File: config.mk
export PLATFORM = sky130hd
export DESIGN_NAME = tile_sequencer
export DESIGN_NICKNAME = d
export VERILOG_FILES = /design/src/rtl/tile_sequencer.sv
export SDC_FILE = /design/constraint.sdc
export NUM_CORES = 1
export LEC_CHECK = 0
export BUFFER_PORTS_ARGS = -buffer_cell sky130_fd_sc_hd__buf_2
export CORE_MARGIN = 8
export CORE_UTILIZATION = 60
export CTS_BUF_LIST = sky130_fd_sc_hd__clkbuf_4
export DETAILED_ROUTE_END_ITERATION = 10
export PLACE_DENSITY = 0.88
export SYNTH_ARGS = -nofsm -noshare
export SYNTH_HDL_FRONTEND = slang
export SYNTH_SLANG_ARGS = --single-unit
File: constraint.sdc
create_clock -name clock -period 4.27 [get_ports clock]
set_input_delay 0 -clock clock [delete_from_list [all_inputs] [get_ports clock]]
set_output_delay 0 -clock clock [all_outputs]
set_load 0.005 [all_outputs]
File: src/rtl/tile_sequencer.sv
// tile_sequencer
//
// Initiator side of the tile turn-passing protocol for one chain of Sudoku
// tiles. Exactly one tile holds the turn at a time. The chain is walked forward
// when a tile reports it placed a value, and backward when a tile reports it
// ran out of candidates. The block reports whole-chain success or failure and
// counts the grants it has issued, which is useful when diagnosing backtracking.
//
// Parameters
//   LEN      number of tiles in the chain (>= 2)
//   TIMEOUT  cycles to wait for a tile response before giving up (>= 2)
//   STEPW    width of the grant counter
//
// Ports
//   clock    rising-edge clock
//   reset    asynchronous active-high reset
//   start    begin a new walk at tile 0 (sampled in IDLE/DONE/FAIL)
//   abort    return to IDLE from any other state
//   myturn   one-hot turn grant, bit i drives tile i
//   passfwd  bit i pulses when tile i has placed a value
//   passbak  bit i pulses when tile i has exhausted its candidates
//   index    current tile index
//   busy     a walk is in progress (GRANT/WAIT)
//   done     whole chain solved
//   failed   chain could not be solved, or a tile stopped responding
//   timeout  qualifies failed: the failure came from the response timer
//   steps    grants issued since the last start, saturating

`ifndef GRID_LEN
`define GRID_LEN 9
`endif

module tile_sequencer #(
    parameter int LEN     = `GRID_LEN,
    parameter int TIMEOUT = 1024,
    parameter int STEPW   = 16
) (
    input  logic                    clock,
    input  logic                    reset,
    input  logic                    start,
    input  logic                    abort,
    output logic [LEN-1:0]          myturn,
    input  logic [LEN-1:0]          passfwd,
    input  logic [LEN-1:0]          passbak,
    output logic [$clog2(LEN)-1:0]  index,
    output logic                    busy,
    output logic                    done,
    output logic                    failed,
    output logic                    timeout,
    output logic [STEPW-1:0]        steps
);

    localparam int IW = $clog2(LEN);
    localparam int WW = $clog2(TIMEOUT);

    localparam logic [IW-1:0]  LAST_INDEX = IW'(LEN - 1);
    localparam logic [WW-1:0]  LAST_WAIT  = WW'(TIMEOUT - 1);
    localparam logic [LEN-1:0] TURN_ZERO  = LEN'(1);

    typedef enum logic [2:0] {
        S_IDLE,
        S_GRANT,
        S_WAIT,
        S_DONE,
        S_FAIL
    } state_t;

    state_t            state_q, state_d;
    logic [IW-1:0]     index_q, index_d;
    logic [STEPW-1:0]  steps_q, steps_d;
    logic [WW-1:0]     wait_q,  wait_d;
    logic              tflag_q, tflag_d;

    logic              sel_fwd;
    logic              sel_bak;

    // Only the response lines of the tile currently holding the turn matter;
    // stray pulses from other tiles are deliberately dropped here.
    always_comb begin
        sel_fwd = passfwd[index_q];
        sel_bak = passbak[index_q];
    end

    // State and datapath registers. Reset returns everything to IDLE with a
    // zero index and count, which also pulls myturn low without a clock.
    always_ff @(posedge clock or posedge reset) begin
        if (reset) begin
            state_q <= S_IDLE;
            index_q <= '0;
            steps_q <= '0;
            wait_q  <= '0;
            tflag_q <= 1'b0;
        end else begin
            state_q <= state_d;
            index_q <= index_d;
            steps_q <= steps_d;
            wait_q  <= wait_d;
            tflag_q <= tflag_d;
        end
    end

    // Next-state logic. Abort is checked before anything else so it beats
    // both start and tile responses. In WAIT, an exhausted tile beats a
    // placing tile when both fire together: stepping back is always safe
    // because the tile rescans its candidates on its next turn anyway.
    always_comb begin
        state_d = state_q;
        index_d = index_q;
        steps_d = steps_q;
        wait_d  = wait_q;
        tflag_d = tflag_q;

        if (abort && (state_q != S_IDLE)) begin
            state_d = S_IDLE;
            tflag_d = 1'b0;
        end else begin
            case (state_q)
                S_IDLE, S_DONE, S_FAIL: begin
                    if (start) begin
                        state_d = S_GRANT;
                        index_d = '0;
                        steps_d = '0;
                        wait_d  = '0;
                        tflag_d = 1'b0;
                    end
                end

                S_GRANT: begin
                    state_d = S_WAIT;
                    wait_d  = '0;
                    if (!(&steps_q)) begin
                        steps_d = steps_q + STEPW'(1);
                    end
                end

                S_WAIT: begin
                    if (sel_bak) begin
                        if (index_q == '0) begin
                            state_d = S_FAIL;
                            tflag_d = 1'b0;
                        end else begin
                            index_d = index_q - IW'(1);
                            state_d = S_GRANT;
                        end
                    end else if (sel_fwd) begin
                        if (index_q == LAST_INDEX) begin
                            state_d = S_DONE;
                        end else begin
                            index_d = index_q + IW'(1);
                            state_d = S_GRANT;
                        end
                    end else if (wait_q == LAST_WAIT) begin
                        state_d = S_FAIL;
                        tflag_d = 1'b1;
                    end else begin
                        wait_d = wait_q + WW'(1);
                    end
                end

                default: begin
                    state_d = S_IDLE;
                end
            endcase
        end
    end

    // Outputs are decoded purely from registered state so tiles never see a
    // combinational path from their own pass lines back to myturn.
    always_comb begin
        myturn  = (state_q == S_GRANT) ? (TURN_ZERO << index_q) : '0;
        index   = index_q;
        steps   = steps_q;
        busy    = (state_q == S_GRANT) || (state_q == S_WAIT);
        done    = (state_q == S_DONE);
        failed  = (state_q == S_FAIL);
        timeout = (state_q == S_FAIL) && tflag_q;
    end

endmodule

* After elaboration in Yosys (flattened, before gate mapping)
Cells that the tools add are included.
** Word-level totals
- Register bits after elaboration :: 34
- Bits of input ports :: 22
- Output and inout bits :: 33
- Logic and storage cells :: 82
** Cells by class
- Add/subtract/negate cells :: 4
- Order comparisons :: 1
- Equal/unequal tests :: 19
- Shift-type cells :: 1
- Mux-type cells :: 34
- Bitwise gates (word level) :: 1
- Reduce and logical (&&, ||, !) cells :: 17
** Operators with widths (count)
- 2-to-1 mux 10 bit :: 4
- 2-to-1 mux 16 bit :: 2
- one-hot mux 16 bit (2 select lines) :: 1
- one-hot mux 10 bit (3 select lines) :: 1
- 2-to-1 mux 4 bit :: 5
- 2-to-1 mux 3 bit :: 6
- adder 16 x 1 -> 16 bit, second input constant :: 1
- AND reduction 16 bit :: 1
- inequality test 3 bit, second input constant :: 4
- inequality test 4 bit, second input constant :: 3
- AND reduction 6 bit :: 2
- adder 10 x 1 -> 10 bit, second input constant :: 1
- == test 10 bit, second input constant :: 1
- inequality test 2 bit, second input constant :: 5
- 2-to-1 mux 9 bit :: 1
- one-hot mux 3 bit (3 select lines) :: 1
- nonzero test 3 bit :: 3
- left shift 1 x 4 -> 9 bit, first input constant :: 1
- binary-select mux 1 bit (select 4 bit) :: 2
- 2-to-1 mux 1 bit :: 8
- one-hot mux 4 bit (2 select lines) :: 1
- == test 3 x 2 -> 1 bit, second input constant :: 2
- less-than comparator 4 x 5 -> 1 bit, second input constant :: 1
- inequality test 5 bit, second input constant :: 1
- 17 further kinds :: 19

* Longest topological paths before layout
- Word-level depth :: 6
- Mapped depth :: 11
- Depth with buffers taken out :: 10

* Worst setup path before layout
No wires, ideal clock.
- Kind :: flip-flop to flip-flop
- Start :: reg index_q[1], in the netlist index[1]
- End :: reg index_q[3], in the netlist index[3]
- Library setup time :: 0.126 ns
- Arrival :: 2.433 ns
- Required time :: 4.144 ns
- Slack :: 1.711 ns
- Stages on the path, launching flop included :: 11
- Buffers on the path :: 1
- Clock period less this slack :: 2.559 ns
- Cell sequence :: dfrtp_1 -> buf_6 -> mux2_4 -> o22ai_1 -> o41a_4 -> inv_1 -> ha_1 -> a21o_1 -> a21oi_1 -> o21ai_0 -> a221o_1
** Between the ends
- Word-level cells in the longest chain between the ends :: 5
- Elaborated cells between the ends (all ways) :: 17
- Classes of those cells :: 2 x add/sub; 4 x eq/ne; 9 x mux; 2 x reduce/logical
** RTL lines
- from (decl) :: line 69 : logic [IW-1:0] index_q, index_d;
- from (signal assigned) :: line 95 : index_q <= index_d;
- adder 4 x 1 -> 4 bit :: line 149 : index_d = index_q + IW'(1);
- 2-to-1 mux 4 bit :: line 146 : if (index_q == LAST_INDEX) begin
- 2-to-1 mux 4 bit :: line 145 : end else if (sel_fwd) begin
- 2-to-1 mux 4 bit :: line 137 : if (sel_bak) begin
- one-hot mux 4 bit (2 select lines) :: line 117 : case (state_q)
Parallel ways exist; a longest one is shown, timed or not. The select of a mux whose other input is x is not followed.
A chain may end at the register's enable or synchronous reset.

* Final worst setup path
Ends and elaborated chain as after synthesis.

==> metrics.csv <==
metric,value,unit
wl_per_cell,16.0,um
worst_pin_slew,0.847,ns
synthToLayoutAreaGrowth,17.5,%
dp_hpwl,4590,um
antenna_found_initial,0,
power.density,533,mW/mm^2
r2r_slack,1.27,ns
grt_pass1_vias,2282,
status,"finished, final reports clean",
cts.repair.resized,0,
fin_util,0.716,
maxSlewViolCount,0,
finalSetupTns,0,ns
initial_core_util,0.610,
fmax,0.333,GHz
die-area,0.00625,sq mm
viasPerCell,6.23,
clk_latency,0.34,ns
portBuffers,54,
drive_above_1_share,0.227,
core_area,0.00391,sq mm
maxCapViolations,0,
drc,0,
hold_end,state_q[1],
netlist_area,0.00239,sq mm
synth.distinct_cells,58,
ant_nets,0,
via_count,2398,
fillers,327,
gp_congestion,0.898,
ctsRootBufferMaster,clkbuf_4,
reg2reg_to,index[3],
ioPinCount,55,
rr_worst_depth,9,
async_flop_share,1.00,
clk_pin_slew_worst_paths,0.10,ns
diodes,0,
synth_nets,306,
cp.arrival,3.23,ns
cp-start-kind,register,
peakVddDrop,0.431,mV
synth_area_leaders,"dfrtp_1, nor2_1, o21ai_0, a21oi_1, xor2_1",
holdPathStages,4,
cts_buffers,5,
dr.pass1.iters,4,
worstHoldStart,passbak[8],
yosysSeqAreaShare,0.357,
relSlewSlack,0.435,
drt-total-wl,6180,um
overflow,0,
clock_sinks,34,
clockBufferDepth,2,
synth_area_leader_cell,dfrtp_1,
critPathKind,reg2reg,
synth_commonest_cells,"dfrtp_1, nor2_1, nand2_1",
grt_pass1_wl,10600,um
grt_usage,0.206,
endpoint_kind,register,
die_x,79.1,um
cts_tree,done,
grt_max_degree,35,
yosysWarnings,0,
synth-main-ff-cell,dfrtp_1,
cts.htree.levels,2,
path_max_fanout,22,
p_leak,0.00129,uW
nets,361,
setup_viol,0,
r2r-start,index[1],
worstHoldPathType,in2reg,
ys_ff_latch,34,
critPathRequiredTime,4.50,ns
chipHeight,79.1,um
synth.most_common_cell,dfrtp_1,
netlist.area_leader.share,0.357,
period_share,0.703,
syn_inst,279,
syn_area_per_cell,8.55,sq um
min_period,3.00,ns
rsz0062_at_grt,no,
rows,23,
skew,0.00847,ns
drt_iter0_drc,290,
hold_viol,0,
synth-edff-count,0,
-- worst max-delay path by stage --
stage | end | slack, ns | start | cells past startpoint
after CTS | index[3] | 1.28 | index[1] | 9
final | index[3] | 1.27 | index[1] | 9
after global placement | index[3] | 1.41 | index[1] | 9
after global routing | index[3] | 1.07 | index[1] | 9
after detailed placement | index[3] | 1.30 | index[1] | 9
after floorplan | index[3] | 1.71 | index[1] | 10
-- sequential cells by signal, summed over array words and instances (netlist names) --
name,flops
index,4
steps,16
wait_q,10
state_q,3
tflag_q,1
-- routing by layer --
layer	vias to the layer above	track usage	share of wire
li1	1132	-	-
met1	1170	0.265	0.43
met2	86	0.325	0.49
met3	10	0.0451	0.065
met4	0	0.0870	0.016
met5	-	0	0
-- worst max-delay path, cell delays in order, from the launching register on --
cell	delay, ns
dfrtp_1	0.82
mux2_4	0.28
o22ai_1	0.10
o41a_4	0.51
inv_1	0.16
ha_1	0.26
a21o_1	0.18
a21oi_1	0.16
o21ai_0	0.10
a221o_1	0.31
-- repair_timing --
item / CTS / global route
hold buffers: 3 / 0
buffers inserted: 0 / 0
endpoints found under the setup margin: 0 / 0
hold endpoints to repair: 35 / 0
-- metrics by stage --
step | instances | power, uW | area (sq um) | setup slack [ns] | hold slack [ns]
floorplan | 279 | 1030 | 2390 | 1.71 | 0.142
global placement | 374 | 1170 | 2670 | 1.41 | 0.112
detailed placement | 374 | 1190 | 2670 | 1.30 | 0.122
CTS | 385 | 1490 | 2800 | 1.28 | 0.0548
global route | 385 | 1620 | 2800 | 1.07 | 0.0920
finish | 385 | 1490 | 2800 | 1.27 | 0.0763
-- area by class of cell --
cell class | instances | area (sq um) | share of cell area
repair buffers | 60 | 323 | 0.115
inverters | 7 | 26.3 | 0.00937
multi-input cells | 226 | 1440 | 0.513
flip-flops and latches | 34 | 851 | 0.304
clock inverters | 3 | 63.8 | 0.0228
well taps | 50 | 62.6 | 0.0223
clock buffers | 5 | 37.5 | 0.0134
-- power by group --
part / total (uW) / switching, uW / internal, uW
sequential: 465 / 112 / 353
clock: 294 / 114 / 180
combinational: 735 / 429 / 305
total: 1490 / 656 / 839
-- cell usage in the layout, fill, tap and decap left out, types with 2 or more instances in the layout --
cell            n
buf_2          54
dfrtp_1        34
nor2_1         31
nand2_1        22
o21ai_0        21
a21oi_1        18
nand3_1        17
xor2_1         10
nand2b_1        9
or3_1           8
inv_1           7
o211ai_1        6
nor3b_1         5
and2_1          5
clkbuf_4        5
o21ai_1         4
o2111ai_1       4
nor3_1          4
nor2b_1         4
ha_1            4
a21o_1          3
nor4_1          3
and3_1          3
o22ai_1         3
dlygate4sd3_1   3
buf_4           3
or3b_1          2
nand3b_1        2
and4_1          2
or2_2           2
o31ai_1         2
mux2_4          2
a211oi_1        2
o21a_1          2
a22o_1          2
bufinv_16       2
-- cells by family (layout without fill, tap and decap cells) --
| family | Yosys count | in the layout | share of synthesized area |
|---|---|---|---|
| flip-flops | 34 | 34 | 0.357 |
| XOR/XNOR | 11 | 11 | 0.0404 |
| AO/OA/AOI/OAI | 76 | 76 | 0.211 |
| multiplexers | 5 | 5 | 0.0315 |
| AND/OR/NAND/NOR | 129 | 129 | 0.291 |
| adder cells (fa/ha/maj) | 5 | 5 | 0.0294 |
| buffers and inverters | 19 | 75 | 0.0404 |
(Power assumes the default switching activity.)
